<file path="src/rtl/imu_pkg.sv">
// IMU stream arbiter shared types: sample payload, FSM state encoding, defaults.
package imu_pkg;

    localparam int unsigned IMU_NUM_CH = 2;
    localparam int unsigned IMU_AXIS_W = 16;
    localparam int unsigned IMU_WD_W   = 24;

    localparam logic [IMU_WD_W-1:0] IMU_TIMEOUT_DEFAULT = 24'd1_000_000;

    typedef struct packed {
        logic signed [IMU_AXIS_W-1:0] quat_w;
        logic signed [IMU_AXIS_W-1:0] quat_x;
        logic signed [IMU_AXIS_W-1:0] quat_y;
        logic signed [IMU_AXIS_W-1:0] quat_z;
        logic signed [IMU_AXIS_W-1:0] gyro_x;
        logic signed [IMU_AXIS_W-1:0] gyro_y;
        logic signed [IMU_AXIS_W-1:0] gyro_z;
        logic                         quat_valid;
        logic                         gyro_valid;
    } imu_sample_t;

    typedef enum logic [0:0] {
        ARB_IDLE    = 1'b0,
        ARB_PRESENT = 1'b1
    } arb_state_e;

endpackage

</file>
<file path="src/rtl/imu_stream_arbiter_if.sv">
// Stream bus of the IMU arbiter: two producer strobes in, one handshaked output.
interface imu_stream_arbiter_if;
    import imu_pkg::*;

    logic        [IMU_NUM_CH-1:0] in_valid;
    imu_sample_t [IMU_NUM_CH-1:0] in_sample;
    logic                         out_valid;
    logic                         out_ready;
    imu_sample_t                  out_sample;
    logic                         out_ch;

    modport slave (
        input  in_valid,
        input  in_sample,
        input  out_ready,
        output out_valid,
        output out_sample,
        output out_ch
    );

    modport master (
        output in_valid,
        output in_sample,
        output out_ready,
        input  out_valid,
        input  out_sample,
        input  out_ch
    );

endinterface

</file>
<file path="src/rtl/imu_chan_buffer.sv">
// One IMU channel: single-entry newest-wins holding buffer, saturating overwrite
// counter and, when IMU_ARB_WATCHDOG_EN is defined, a stale-input watchdog.
module imu_chan_buffer
    import imu_pkg::*;
#(
    parameter logic [IMU_WD_W-1:0] TIMEOUT_CYCLES = IMU_TIMEOUT_DEFAULT,
    parameter int unsigned         DROP_CNT_W     = 8
) (
    input  logic                  clk,
    input  logic                  rst_n,
    input  logic                  in_valid,
    input  imu_sample_t           in_sample,
    input  logic                  take_c,
    output logic                  full,
    output imu_sample_t           data,
    output logic [DROP_CNT_W-1:0] drop_cnt,
    output logic                  stale
);

    localparam logic [DROP_CNT_W-1:0] DROP_MAX = '1;

    // A new sample replaces an unconsumed one only if the arbiter is not taking it now.
    logic overwrite_c;
    assign overwrite_c = in_valid && full && !take_c;

    // Holding buffer and overwrite counter; a strobe on the take edge refills it.
    always_ff @(posedge clk or negedge rst_n) begin
        if (!rst_n) begin
            full     <= 1'b0;
            data     <= '0;
            drop_cnt <= '0;
        end else begin
            if (in_valid) begin
                data <= in_sample;
            end
            if (in_valid) begin
                full <= 1'b1;
            end else if (take_c) begin
                full <= 1'b0;
            end
            if (overwrite_c && (drop_cnt != DROP_MAX)) begin
                drop_cnt <= drop_cnt + DROP_CNT_W'(1);
            end
        end
    end

`ifdef IMU_ARB_WATCHDOG_EN
    logic [IMU_WD_W-1:0] wd_cnt;
    logic [IMU_WD_W-1:0] wd_cnt_d;

    // Idle-cycle count since the last strobe, saturating at the timeout.
    always_comb begin
        wd_cnt_d = wd_cnt;
        if (in_valid) begin
            wd_cnt_d = '0;
        end else if (wd_cnt != TIMEOUT_CYCLES) begin
            wd_cnt_d = wd_cnt + IMU_WD_W'(1);
        end
    end

    // Counter register with stale flag tracking counter==timeout.
    always_ff @(posedge clk or negedge rst_n) begin
        if (!rst_n) begin
            wd_cnt <= '0;
            stale  <= 1'b0;
        end else begin
            wd_cnt <= wd_cnt_d;
            stale  <= (wd_cnt_d == TIMEOUT_CYCLES);
        end
    end
`else
    logic unused_timeout;
    assign unused_timeout = ^TIMEOUT_CYCLES;
    assign stale          = 1'b0;
`endif

endmodule

</file>
<file path="src/rtl/imu_stream_arbiter.sv">
// Two-channel IMU sample arbiter: per-channel newest-wins buffers feed a single
// registered output with valid/ready handshake and round-robin grant.
// Optional stale-channel watchdog enabled by defining IMU_ARB_WATCHDOG_EN.
module imu_stream_arbiter
    import imu_pkg::*;
#(
    parameter logic [IMU_WD_W-1:0] TIMEOUT_CYCLES = IMU_TIMEOUT_DEFAULT,
    parameter int unsigned         DROP_CNT_W     = 8
) (
    input  logic                                  clk,
    input  logic                                  rst_n,
    imu_stream_arbiter_if.slave                   bus,
    output logic [IMU_NUM_CH-1:0][DROP_CNT_W-1:0] drop_cnt,
    output logic [IMU_NUM_CH-1:0]                 stale
);

    localparam logic [0:0] S_IDLE    = ARB_IDLE;
    localparam logic [0:0] S_PRESENT = ARB_PRESENT;

    logic        [IMU_NUM_CH-1:0] full;
    imu_sample_t [IMU_NUM_CH-1:0] buf_data;
    logic        [IMU_NUM_CH-1:0] take_c;

    logic [0:0] state_q;
    logic [0:0] state_d;
    logic       last_q;
    logic       load_c;
    logic       win_c;

    for (genvar g = 0; g < IMU_NUM_CH; g++) begin : g_ch
        imu_chan_buffer #(
            .TIMEOUT_CYCLES (TIMEOUT_CYCLES),
            .DROP_CNT_W     (DROP_CNT_W)
        ) u_buf (
            .clk       (clk),
            .rst_n     (rst_n),
            .in_valid  (bus.in_valid[g]),
            .in_sample (bus.in_sample[g]),
            .take_c    (take_c[g]),
            .full      (full[g]),
            .data      (buf_data[g]),
            .drop_cnt  (drop_cnt[g]),
            .stale     (stale[g])
        );
    end

    // Next state and grant: round-robin when both pending, else the pending one.
    always_comb begin
        state_d = state_q;
        load_c  = 1'b0;
        take_c  = '0;
        win_c   = (full == 2'b11) ? ~last_q : full[1];
        case (state_q)
            S_IDLE: begin
                if (|full) begin
                    load_c        = 1'b1;
                    take_c[win_c] = 1'b1;
                    state_d       = S_PRESENT;
                end
            end
            S_PRESENT: begin
                if (bus.out_valid && bus.out_ready) begin
                    state_d = S_IDLE;
                end
            end
            default: state_d = S_IDLE;
        endcase
    end

    // State, last-grant and output registers; output holds until handshake.
    always_ff @(posedge clk or negedge rst_n) begin
        if (!rst_n) begin
            state_q        <= S_IDLE;
            last_q         <= 1'b1;
            bus.out_valid  <= 1'b0;
            bus.out_sample <= '0;
            bus.out_ch     <= 1'b0;
        end else begin
            state_q <= state_d;
            if (load_c) begin
                last_q         <= win_c;
                bus.out_valid  <= 1'b1;
                bus.out_sample <= buf_data[win_c];
                bus.out_ch     <= win_c;
            end else if (bus.out_valid && bus.out_ready) begin
                bus.out_valid <= 1'b0;
            end
        end
    end

endmodule

</file>
<file path="src/flat_wrapper.sv">
// flat-port wrapper written by rule: the top's interface ports become plain ports
module imu_stream_arbiter_flat import imu_pkg::*;
#(
    parameter logic [IMU_WD_W-1:0] TIMEOUT_CYCLES = IMU_TIMEOUT_DEFAULT,
    parameter int unsigned         DROP_CNT_W     = 8
)
  (clk, rst_n, drop_cnt, stale, bus_in_valid, bus_in_sample, bus_out_ready, bus_out_valid, bus_out_sample, bus_out_ch);
  imu_stream_arbiter_if bus_i ();
  input  logic clk;
  input  logic rst_n;
  output logic [IMU_NUM_CH-1:0][DROP_CNT_W-1:0] drop_cnt;
  output logic [IMU_NUM_CH-1:0] stale;
  input wire logic [$bits(bus_i.in_valid)-1:0] bus_in_valid;
  input wire logic [$bits(bus_i.in_sample)-1:0] bus_in_sample;
  input wire logic [$bits(bus_i.out_ready)-1:0] bus_out_ready;
  output wire logic [$bits(bus_i.out_valid)-1:0] bus_out_valid;
  output wire logic [$bits(bus_i.out_sample)-1:0] bus_out_sample;
  output wire logic [$bits(bus_i.out_ch)-1:0] bus_out_ch;
  assign bus_i.in_valid = bus_in_valid;
  assign bus_i.in_sample = bus_in_sample;
  assign bus_i.out_ready = bus_out_ready;
  assign bus_out_valid = bus_i.out_valid;
  assign bus_out_sample = bus_i.out_sample;
  assign bus_out_ch = bus_i.out_ch;
  imu_stream_arbiter #(.TIMEOUT_CYCLES(TIMEOUT_CYCLES), .DROP_CNT_W(DROP_CNT_W)) u_core (.clk(clk), .rst_n(rst_n), .bus(bus_i), .drop_cnt(drop_cnt), .stale(stale));
endmodule
</file>
<file path="config.mk">
export PLATFORM = sky130hd
export DESIGN_NAME = imu_stream_arbiter_flat
export DESIGN_NICKNAME = d
export VERILOG_FILES = /design/src/rtl/imu_pkg.sv /design/src/rtl/imu_stream_arbiter_if.sv /design/src/rtl/imu_chan_buffer.sv /design/src/rtl/imu_stream_arbiter.sv /design/src/flat_wrapper.sv
export SDC_FILE = /design/constraint.sdc
export NUM_CORES = 1
export LEC_CHECK = 0
export CELL_PAD_IN_SITES_DETAIL_PLACEMENT = 1
export CELL_PAD_IN_SITES_GLOBAL_PLACEMENT = 2
export CORE_MARGIN = 2
export CORE_UTILIZATION = 36
export CTS_CLUSTER_SIZE = 20
export DETAILED_ROUTE_END_ITERATION = 8
export GPL_TIMING_DRIVEN = 1
export PLACE_DENSITY_LB_ADDON = 0.1
export SLEW_MARGIN = 30
export SYNTH_ARGS = -nofsm -noshare
export SYNTH_HDL_FRONTEND = slang
export SYNTH_SLANG_ARGS = --single-unit
</file>
<file path="constraint.sdc">
create_clock -name clk -period 3.5 [get_ports clk]
set_input_delay 0.7 -clock clk [delete_from_list [all_inputs] [get_ports clk]]
set_output_delay 0.7 -clock clk [all_outputs]
set_load 0.1 [all_outputs]
</file>
==> impl_metrics.env, run 1 <==
export IMPL_outcome="complete, no violations"
export IMPL_critPathKind="flop to output port"
export IMPL_io_pins=367
export IMPL_setup_viol=0
export IMPL_cts_tree="built"
export IMPL_grt_pass1_vias=10600
export IMPL_synth_area_top_cells="dfrtp_1, mux2_2, mux2i_1"
export IMPL_antenna_found_initial=8
export IMPL_finalHoldViolCount=0
export IMPL_path_clk_slew_ns=0.05
export IMPL_r2r_start="u_core.g_ch[0].u_buf.full"
export IMPL_portBuffers=364
export IMPL_clockBufferDepth=3
export IMPL_finalCriticalPeriod_ns=2.84
export IMPL_power_frac_seq_pct=28.5
export IMPL_row_count=74
export IMPL_syn_avg_cell_area_um2=13.7
export IMPL_gp_congestion=0.745
export IMPL_tns_ns=0
export IMPL_power_density_nw_per_um2=1020
export IMPL_hold_buffers=0
export IMPL_sw_frac_of_total_pct=48.5
export IMPL_p_clk_share_pct=21.1
export IMPL_cts_resized=0
export IMPL_drt_vias_per_instance=4.84
export IMPL_critical_path_slowest_cell="clkdlybuf4s50_1"
export IMPL_synthTopCellsByCount="dfrtp_1, mux2_2, nand2_1"
export IMPL_ctsHtreeMaxLevel=2
export IMPL_syn_area_um2=14700
export IMPL_synth_top_cell_area_share_pct=61.7
export IMPL_ys_types=39
export IMPL_clock_sinks=364
export IMPL_ys_seq_area_share_pct=61.8
export IMPL_critPathCaptureType="output port"
export IMPL_hold_path_class="primary input to async pin"
export IMPL_slew_headroom_pct=32.3
export IMPL_via_count=9743
export IMPL_drive_above_1_share_pct=26.1
export IMPL_antenna_left=0
export IMPL_dp_hpwl_um=27900
export IMPL_start_util_pct=36.2
export IMPL_syn_instance_count=1073
export IMPL_gr_total_overflow=0
export IMPL_rsz0062_at_grt="no"
export IMPL_r2r_end="u_core.bus.out_sample[50]"
export IMPL_wl_per_cell_um=20.3
export IMPL_fin_ws_ns=0.662
export IMPL_cts_root_buffer="clkbuf_16"
export IMPL_grt_max_degree=79
export IMPL_area_growth_pct=38.0
export IMPL_first_pass_iters=4
export IMPL_synth_top_area_cell="dfrtp_1"
export IMPL_fin_skew_ns=0.0107
export IMPL_worstSetupStartpointType="flop"
export IMPL_clock_latency_ns=0.54
export IMPL_die_area_um2=42600
export IMPL_p_leak_nw=8.82
export IMPL_fill_cells=4120
export IMPL_fin_crit_sh_pct=81.1
export IMPL_timing_reg2reg_setup_slack_ns=1.50
export IMPL_drt_iter0_drc=336
export IMPL_core_um2=40600
export IMPL_grt_pass1_wl_um=62600
export IMPL_synth_ff_latch_count=364
export IMPL_maxCapViolCount=0
export IMPL_crit_path_max_incr_delay_ns=1.17
export IMPL_yosysWarnings=0
export IMPL_totalWireLength_um=40800
export IMPL_slew_violations=0
export IMPL_die_h_um=206
export IMPL_async_flop_share_pct=100
export IMPL_yosysMostFrequentCell="dfrtp_1"
export IMPL_r2r_cells=4
export IMPL_drcViolationCount=0
export IMPL_die_w_um=206
export IMPL_fin_nets=1677
export IMPL_p_comb_share_pct=50.4
export IMPL_grt_usage_pct=19.4
export IMPL_crit_arrival_ns=2.14
export IMPL_cts_buffers=42
export IMPL_worstMarginPinSlew_ns=1.01
export IMPL_internal_power_mw=10.7
export IMPL_cp_required_ns=2.80
export IMPL_critical_path_buf_inv_count=1
export IMPL_synth_ff_type="dfrtp_1"
export IMPL_post_cts_buffers=0
export IMPL_cp_max_fo=5
export IMPL_p_switching_mw=10.0
export IMPL_synth_edf_count=0
export IMPL_path_cells="clkdlybuf4s50_1"
export IMPL_dp_slack_ns=1.21
export IMPL_path_delay_family="buffers and inverters"
export IMPL_fmax_mhz=352
export IMPL_ir_drop_mv=0.689
[worst max path at each step]
| stage | start | end | slack [ns] | cells past startpoint |
|---|---|---|---|---|
| final | u_core.g_ch[0].u_buf.drop_cnt[3] | drop_cnt[3] | 0.66 | 1 |
| after global routing | u_core.g_ch[0].u_buf.drop_cnt[2] | drop_cnt[2] | 0.59 | 1 |
| after detailed placement | u_core.g_ch[0].u_buf.drop_cnt[3] | drop_cnt[3] | 1.21 | 1 |
| after floorplan | u_core.g_ch[0].u_buf.drop_cnt[0] | u_core.g_ch[0].u_buf.drop_cnt[1] | 1.34 | 5 |
| after CTS | u_core.g_ch[0].u_buf.drop_cnt[2] | drop_cnt[2] | 0.61 | 1 |
| after global placement | u_core.g_ch[0].u_buf.drop_cnt[3] | drop_cnt[3] | 1.24 | 1 |
[registers in the layout, summed over array words and instances (netlist names)]
| signal | cells |
|---|---|
| u_core.bus.out_valid | 1 |
| u_core.state_q | 1 |
| u_core.bus.out_ch | 1 |
| u_core.last_q | 1 |
| u_core.g_ch.u_buf.data | 228 |
| u_core.bus.out_sample | 114 |
| u_core.g_ch.u_buf.drop_cnt | 16 |
| u_core.g_ch.u_buf.full | 2 |
[kinds of logic (layout without fill, tap and decap cells)]
family                     Yosys count  count (layout)  share of synthesized area, %
AOI/OAI and AO/OA                  130             130                          4.75
xor gates and xnor gates            10              10                         0.595
adders and majority gates            2               2                         0.170
buffers and inverters               72             473                          2.87
DFF                                364             364                          61.8
muxes                              346             346                          25.5
other                                1               7                        0.0255
and+or+nand+nor                    148             148                          4.28
[power groups by stage]
| stage | clock network [mW] | registers [mW] | logic, mW |
|---|---|---|---|
| 6_report | 4.37 | 5.90 | 10.4 |
| 4_1_cts | 4.52 | 5.92 | 10.5 |
| 2_1_floorplan | 0 | 11.1 | 2.71 |
| 3_5_place_dp | 0 | 5.98 | 10.5 |
| 5_1_grt | 4.68 | 6.04 | 10.9 |
| 3_3_place_gp | 0 | 5.92 | 10.4 |
[through the flow]
stage	hold WS (ns)	total power, mW	cell area [um2]	utilization (%)	cells
final	0.150	20.7	20300	50.0	2012
after global routing	0.188	21.7	20300	50.0	2009
after CTS	0.161	20.9	20300	49.9	2006
after detailed placement	0.473	16.5	18900	46.5	1929
after global placement	0.462	16.3	18900	46.5	1929
after floorplan	0.404	13.8	14700	-	1074
[placed cells by master, fill, tap and decap left out, types with 3 or more instances in the layout]
master,count
xor2_1,6
a21oi_1,3
clkbuf_16,45
nand3_1,7
inv_1,4
clkbuf_8,7
clkbuf_1,12
nand2_1,121
nor3_1,3
nor2_1,3
mux2_2,231
nor4_2,3
xnor2_1,4
clkinv_2,9
diode_2,5
o21ai_1,66
nand4_1,3
buf_4,61
mux2i_1,115
dfrtp_1,363
o21ai_0,50
buf_12,14
clkdlybuf4s50_1,313
[worst register-to-register path, stage by stage (launching register included)]
cell and delay, ns:
dfrtp_1 0.51, a21oi_4 0.41, buf_12 0.43, mux2i_1 0.45
o21ai_1 0.09
[routing by layer]
layer	wire length [um]	share of wire [%]	up-vias	GRT usage, %
li1	-	-	4488	-
met4	817	2.0	8	6.25
met2	19500	48	251	31.3
met1	17300	42	4943	24.5
met3	3080	7.6	53	6.42
met5	50	0.12	-	0
[final cells by class]
cell class	count	area, um2	share of cell area [%]
clock inverter	13	120	0.591
antenna	5	12.5	0.0615
tap	532	666	3.27
clock buffer	64	1270	6.23
multi-input combinational	638	5220	25.7
inverter	6	22.5	0.111
timing repair buffer	390	3910	19.3
sequential	364	9110	44.8
Note: power is estimated with default switching activity, not from simulation.
==> inputs of run 2 (changes only) <==
--- a/config.mk
+++ b/config.mk
@@ -8,7 +8,7 @@
 export CELL_PAD_IN_SITES_DETAIL_PLACEMENT = 1
 export CELL_PAD_IN_SITES_GLOBAL_PLACEMENT = 2
 export CORE_MARGIN = 2
-export CORE_UTILIZATION = 36
+export CORE_UTILIZATION = 33
 export CTS_CLUSTER_SIZE = 20
 export DETAILED_ROUTE_END_ITERATION = 8
 export GPL_TIMING_DRIVEN = 1
==> constraint.sdc (replaced) <==
create_clock -name clk -period 2.7 [get_ports clk]
set_input_delay 0.54 -clock clk [delete_from_list [all_inputs] [get_ports clk]]
set_output_delay 0.54 -clock clk [all_outputs]
set_load 0.1 [all_outputs]
==> impl_metrics.env, run 2 (synthesized netlist as in run 1, its figures left out) <==
export IMPL_dp_hpwl_um=27500
export IMPL_clockBufferDepth=3
export IMPL_hold_path_class="primary input to flop"
export IMPL_drt_iter0_drc=297
export IMPL_layout_commonest_cell="dfrtp_1"
export IMPL_first_pass_iters=4
export IMPL_drive_above_1_share_pct=31.5
export IMPL_rsz0062_at_grt="no"
export IMPL_top_register="u_core.g_ch.u_buf.data"
export IMPL_tns_ns=0
export IMPL_crit_path_max_incr_delay_ns=0.46
export IMPL_critPathKind="flop to output port"
export IMPL_gp_congestion=0.748
export IMPL_cp_required_ns=2.16
export IMPL_clock_latency_ns=0.55
export IMPL_highest_layer="met5"
export IMPL_critical_path_slowest_cell="dfrtp_1"
export IMPL_path_clk_slew_ns=0.06
export IMPL_critPathCaptureType="output port"
export IMPL_p_leak_nw=8.90
export IMPL_largest_reg_flops=228
export IMPL_fin_crit_sh_pct=70.2
export IMPL_fmax_mhz=528
export IMPL_grt_pass1_wl_um=63300
export IMPL_antenna_found_initial=13
export IMPL_r2r_cells=4
export IMPL_io_pins=367
export IMPL_cts_buffers=42
export IMPL_slew_headroom_pct=62.4
export IMPL_maxCapViolCount=0
export IMPL_ir_drop_mv=0.788
export IMPL_start_util_pct=33.4
export IMPL_setup_viol=0
export IMPL_die_h_um=215
export IMPL_grt_max_degree=124
export IMPL_met3_length_um=3420
export IMPL_cts_root_buffer="clkbuf_16"
export IMPL_grt_usage_pct=17.7
export IMPL_post_cts_buffers=0
export IMPL_fin_ws_ns=0.806
export IMPL_core_um2=44100
export IMPL_fill_cells=4648
export IMPL_totalWireLength_um=40600
export IMPL_fin_skew_ns=0.0112
export IMPL_grt_pass1_vias=10400
export IMPL_via_count=9550
export IMPL_drt_vias_per_instance=4.62
export IMPL_cp_max_fo=7
export IMPL_ctsHtreeMaxLevel=2
export IMPL_wl_met1_um=17500
export IMPL_crit_arrival_ns=1.35
export IMPL_r2r_end="u_core.bus.out_sample[56]"
export IMPL_row_count=77
export IMPL_die_area_um2=46300
export IMPL_whs_endpoint="u_core.g_ch[1].u_buf.data[7]"
export IMPL_reg_largest_list="u_core.g_ch.u_buf.data (228), u_core.bus.out_sample (114), u_core.g_ch.u_buf.drop_cnt (16)"
export IMPL_cts_tree="built"
export IMPL_antenna_left=0
export IMPL_timing_reg2reg_setup_slack_ns=0.97
export IMPL_r2r_start="u_core.g_ch[0].u_buf.full"
export IMPL_gr_total_overflow=0
export IMPL_final_cell_mix="dfrtp_1, mux2_2, clkdlybuf4s50_1, buf_4, nand2_1"
export IMPL_dr_wl_met2_um=18800
export IMPL_portBuffers=364
export IMPL_power_density_nw_per_um2=1310
export IMPL_finalHoldViolCount=0
export IMPL_outcome="complete, no violations"
export IMPL_min_from="bus_in_valid[1]"
export IMPL_die_w_um=215
export IMPL_critical_path_buf_inv_count=1
export IMPL_path_cells="buf_4"
export IMPL_slew_violations=0
export IMPL_finalCriticalPeriod_ns=1.89
export IMPL_drcViolationCount=0
export IMPL_wl_per_cell_um=19.6
export IMPL_hold_depth=2
export IMPL_clock_sinks=364
export IMPL_area_growth_pct=36.9
export IMPL_path_delay_family="flip-flops"
export IMPL_worstSetupStartpointType="flop"
export IMPL_worstMarginPinSlew_ns=0.564
export IMPL_fin_nets=1674
export IMPL_dp_slack_ns=0.912
## run 2: report_power, final
group	total [mW]	switching, mW	internal [mW]
Clock	5.72	2.22	3.51
Sequential	7.68	0.872	6.81
Combinational	13.1	9.87	3.23
Total	26.5	13.0	13.5
## run 2: layout make-up
class                           count  area [um2]  area share, %
Timing Repair Buffer              387        3650           18.1
Antenna cell                        7        17.5         0.0869
Clock inverter                      4        45.0          0.223
Inverter                            6        22.5          0.112
Sequential cell                   364        9110           45.2
Multi-Input combinational cell    638        5220           25.9
Clock buffer                       70        1360           6.74
Tap cell                          592         741           3.67
## run 2: metal layers
metal	track usage (%)	vias up
met4	5.40	10
met2	27.6	233
met1	22.6	4752
met5	0	-
met3	7.08	58
li1	-	4497
## run 2: how the worst max path moves through the flow
stage	from	to	slack, ns	depth (start not counted)
floorplan	u_core.g_ch[0].u_buf.drop_cnt[0]	u_core.g_ch[0].u_buf.drop_cnt[1]	0.54	5
global placement	bus_in_valid[0]	u_core.g_ch[0].u_buf.drop_cnt[7]	0.88	4
detailed placement	bus_in_valid[0]	u_core.g_ch[0].u_buf.drop_cnt[7]	0.91	4
CTS	u_core.g_ch[1].u_buf.drop_cnt[3]	drop_cnt[11]	0.77	1
global route	u_core.g_ch[1].u_buf.drop_cnt[3]	drop_cnt[11]	0.73	1
finish	u_core.g_ch[1].u_buf.drop_cnt[3]	drop_cnt[11]	0.81	1
## run 2: timing repair
item,in CTS,in global routing
gates resized for setup,0,0
endpoints found under the hold margin,49,0
hold buffers,1,0
## run 2: stage by stage
step | util, % | instances | total power, mW | hold slack [ns] | instance area [um2]
floorplan | - | 1074 | 17.9 | 0.244 | 14700
global placement | 42.5 | 1986 | 20.9 | 0.464 | 18700
detailed placement | 42.5 | 1986 | 21.1 | 0.472 | 18700
CTS | 45.7 | 2061 | 26.9 | 0.352 | 20100
global route | 45.7 | 2064 | 27.8 | 0.377 | 20200
finish | 45.7 | 2068 | 26.5 | 0.385 | 20200
==> inputs of run 3 (changes only) <==
--- a/config.mk
+++ b/config.mk
@@ -8,7 +8,7 @@
 export CELL_PAD_IN_SITES_DETAIL_PLACEMENT = 1
 export CELL_PAD_IN_SITES_GLOBAL_PLACEMENT = 2
 export CORE_MARGIN = 2
-export CORE_UTILIZATION = 33
+export CORE_UTILIZATION = 30
 export CTS_CLUSTER_SIZE = 20
 export DETAILED_ROUTE_END_ITERATION = 8
 export GPL_TIMING_DRIVEN = 1
==> constraint.sdc (replaced) <==
create_clock -name clk -period 1.7 [get_ports clk]
set_input_delay 0.34 -clock clk [delete_from_list [all_inputs] [get_ports clk]]
set_output_delay 0.34 -clock clk [all_outputs]
set_load 0.1 [all_outputs]
==> impl_metrics.env, run 3 (synthesized netlist as in run 1, its figures left out) <==
export IMPL_stdcell_count=2171
export IMPL_dp_cells=2087
export IMPL_grt_usage_pct=17.2
export IMPL_cp_max_fo=5
export IMPL_io_pins=367
export IMPL_cts_root_buffer="clkbuf_16"
export IMPL_gr_total_overflow=0
export IMPL_totalWireLength_um=42700
export IMPL_antenna_left=0
export IMPL_worstSetupStartpointType="flop"
export IMPL_slew_violations=0
export IMPL_first_pass_iters=4
export IMPL_cp_required_ns=2.14
export IMPL_row_count=81
export IMPL_dp_slack_ns=0.0612
export IMPL_die_w_um=226
export IMPL_fin_ws_ns=0.0647
export IMPL_power_mw=47.7
export IMPL_clockBufferDepth=3
export IMPL_wl_per_cell_um=19.7
export IMPL_grt_pass1_vias=10700
export IMPL_fmax_mhz=612
export IMPL_core_um2=48700
export IMPL_critPathCaptureType="flop"
export IMPL_critPathKind="flop to flop"
export IMPL_critical_path_buf_inv_count=0
export IMPL_portBuffers=364
export IMPL_multiInputGateArea_um2=5270
export IMPL_die_h_um=226
export IMPL_gp_congestion=0.768
export IMPL_fin_nets=1705
export IMPL_largest_reg_flops=228
export IMPL_area_growth_pct=52.0
export IMPL_outcome="complete, no violations"
export IMPL_antenna_found_initial=12
export IMPL_fin_crit_sh_pct=96.2
export IMPL_p_comb_share_pct=53.1
export IMPL_grt_max_degree=98
export IMPL_ir_drop_mv=1.33
export IMPL_die_area_um2=50900
export IMPL_fill_cells=4874
export IMPL_fin_skew_ns=0.00730
export IMPL_dp_hpwl_um=30900
export IMPL_via_count=9785
export IMPL_power_density_nw_per_um2=2130
export IMPL_final_cell_mix="dfrtp_1, mux2_2, clkdlybuf4s50_1, buf_12, nand2_1"
export IMPL_register_area_um2=9140
export IMPL_finalHoldViolCount=0
export IMPL_rsz0062_at_grt="no"
export IMPL_crit_path_max_incr_delay_ns=0.52
export IMPL_path_delay_family="flip-flops"
export IMPL_clock_sinks=364
export IMPL_drt_iter0_drc=318
export IMPL_finalCriticalPeriod_ns=1.64
export IMPL_drive_above_1_share_pct=34.6
export IMPL_setup_viol=0
export IMPL_internal_power_mw=25.9
export IMPL_p_leak_nw=9.65
export IMPL_path_depth=5
export IMPL_cts_buffers=44
export IMPL_sw_frac_of_total_pct=45.6
export IMPL_p_clk_share_pct=19.3
export IMPL_critical_path_slowest_cell="dfrtp_4"
export IMPL_power_frac_seq_pct=27.5
export IMPL_start_util_pct=30.2
export IMPL_drt_vias_per_instance=4.51
export IMPL_layout_commonest_cell="dfrtp_1"
export IMPL_r2r_cells=5
export IMPL_top_register="u_core.g_ch.u_buf.data"
export IMPL_maxCapViolCount=0
export IMPL_post_cts_buffers=0
export IMPL_path_cells="ha_4, nand3_2, and2b_1, nor2_2, mux2_2"
export IMPL_grt_pass1_wl_um=66100
export IMPL_p_switching_mw=21.7
export IMPL_clock_latency_ns=0.55
export IMPL_drcViolationCount=0
export IMPL_crit_arrival_ns=2.07
export IMPL_hold_path_class="primary input to async pin"
export IMPL_path_clk_slew_ns=0.06
export IMPL_cts_tree="built"
export IMPL_reg_largest_list="u_core.g_ch.u_buf.data (228), u_core.bus.out_sample (114), u_core.g_ch.u_buf.drop_cnt (16)"
export IMPL_ctsHtreeMaxLevel=2
-- run 3: power by group through the flow --
stage / combinational, mW / clock, mW / sequential (mW)
4_1_cts: 25.7 / 9.55 / 13.2
3_3_place_gp: 25.5 / 0 / 13.2
2_1_floorplan: 5.64 / 0 / 22.9
5_1_grt: 26.5 / 9.91 / 13.4
3_5_place_dp: 25.6 / 0 / 13.3
6_report: 25.3 / 9.21 / 13.1
-- run 3: path summary, 6_finish.rpt --
| path | from | to | slack [ns] |
|---|---|---|---|
| min in group clk | bus_in_valid[0] | u_core.g_ch[0].u_buf.data[60] | 0.34 |
| worst max register to register | u_core.g_ch[0].u_buf.drop_cnt[0] | u_core.g_ch[0].u_buf.drop_cnt[1] | 0.06 |
| worst min register to register | u_core.g_ch[1].u_buf.data[73] | u_core.g_ch[1].u_buf.data[73] | 0.50 |
| worst max-delay path | u_core.g_ch[0].u_buf.drop_cnt[0] | u_core.g_ch[0].u_buf.drop_cnt[1] | 0.06 |
| max in group asynchronous | rst_n | u_core.g_ch[0].u_buf.data[0] | 0.72 |
| worst min-delay path | rst_n | u_core.g_ch[0].u_buf.drop_cnt[1] | 0.24 |
-- run 3: through the flow --
stage                     util (%)  hold WS, ns  TNS, ns  area, um2
final                         45.9        0.242        0      22400
after global routing          45.9        0.236        0      22400
after CTS                     45.9        0.209        0      22400
after detailed placement      43.0        0.221        0      20900
after global placement        43.0        0.223        0      20900
after floorplan                  -       0.0444  -0.0666      14800
-- run 3: cell type report --
type / instances / area share, %
clock buffers: 67 / 5.98
clock inverters: 11 / 0.386
diodes: 5 / 0.0559
well taps: 664 / 3.71
inverters: 6 / 0.101
multi-input cells: 638 / 23.5
flip-flops and latches: 364 / 40.8
repair buffers: 416 / 25.4
-- run 3: layer usage --
layer  GRT usage, %  share of wire, %
met1           21.9                42
met2           27.6                48
met3           5.78               7.4
met4           5.30               1.9
met5              0              0.24
-- run 3: worst reg2reg max path, delay by kind of cell, from the launching register on --
| kind | cells | cell delay [ns] |
|---|---|---|
| DFF | 1 | 0.52 |
| and+or+nand+nor | 3 | 0.48 |
| muxes | 1 | 0.35 |
| adders and majority gates | 1 | 0.18 |
-- run 3: what timing repair did --
action                                  CTS  global route
resized for setup                         0             0
hold buffers                              1             0
endpoints found under the hold margin   193             0
endpoints found under the setup margin    0             2
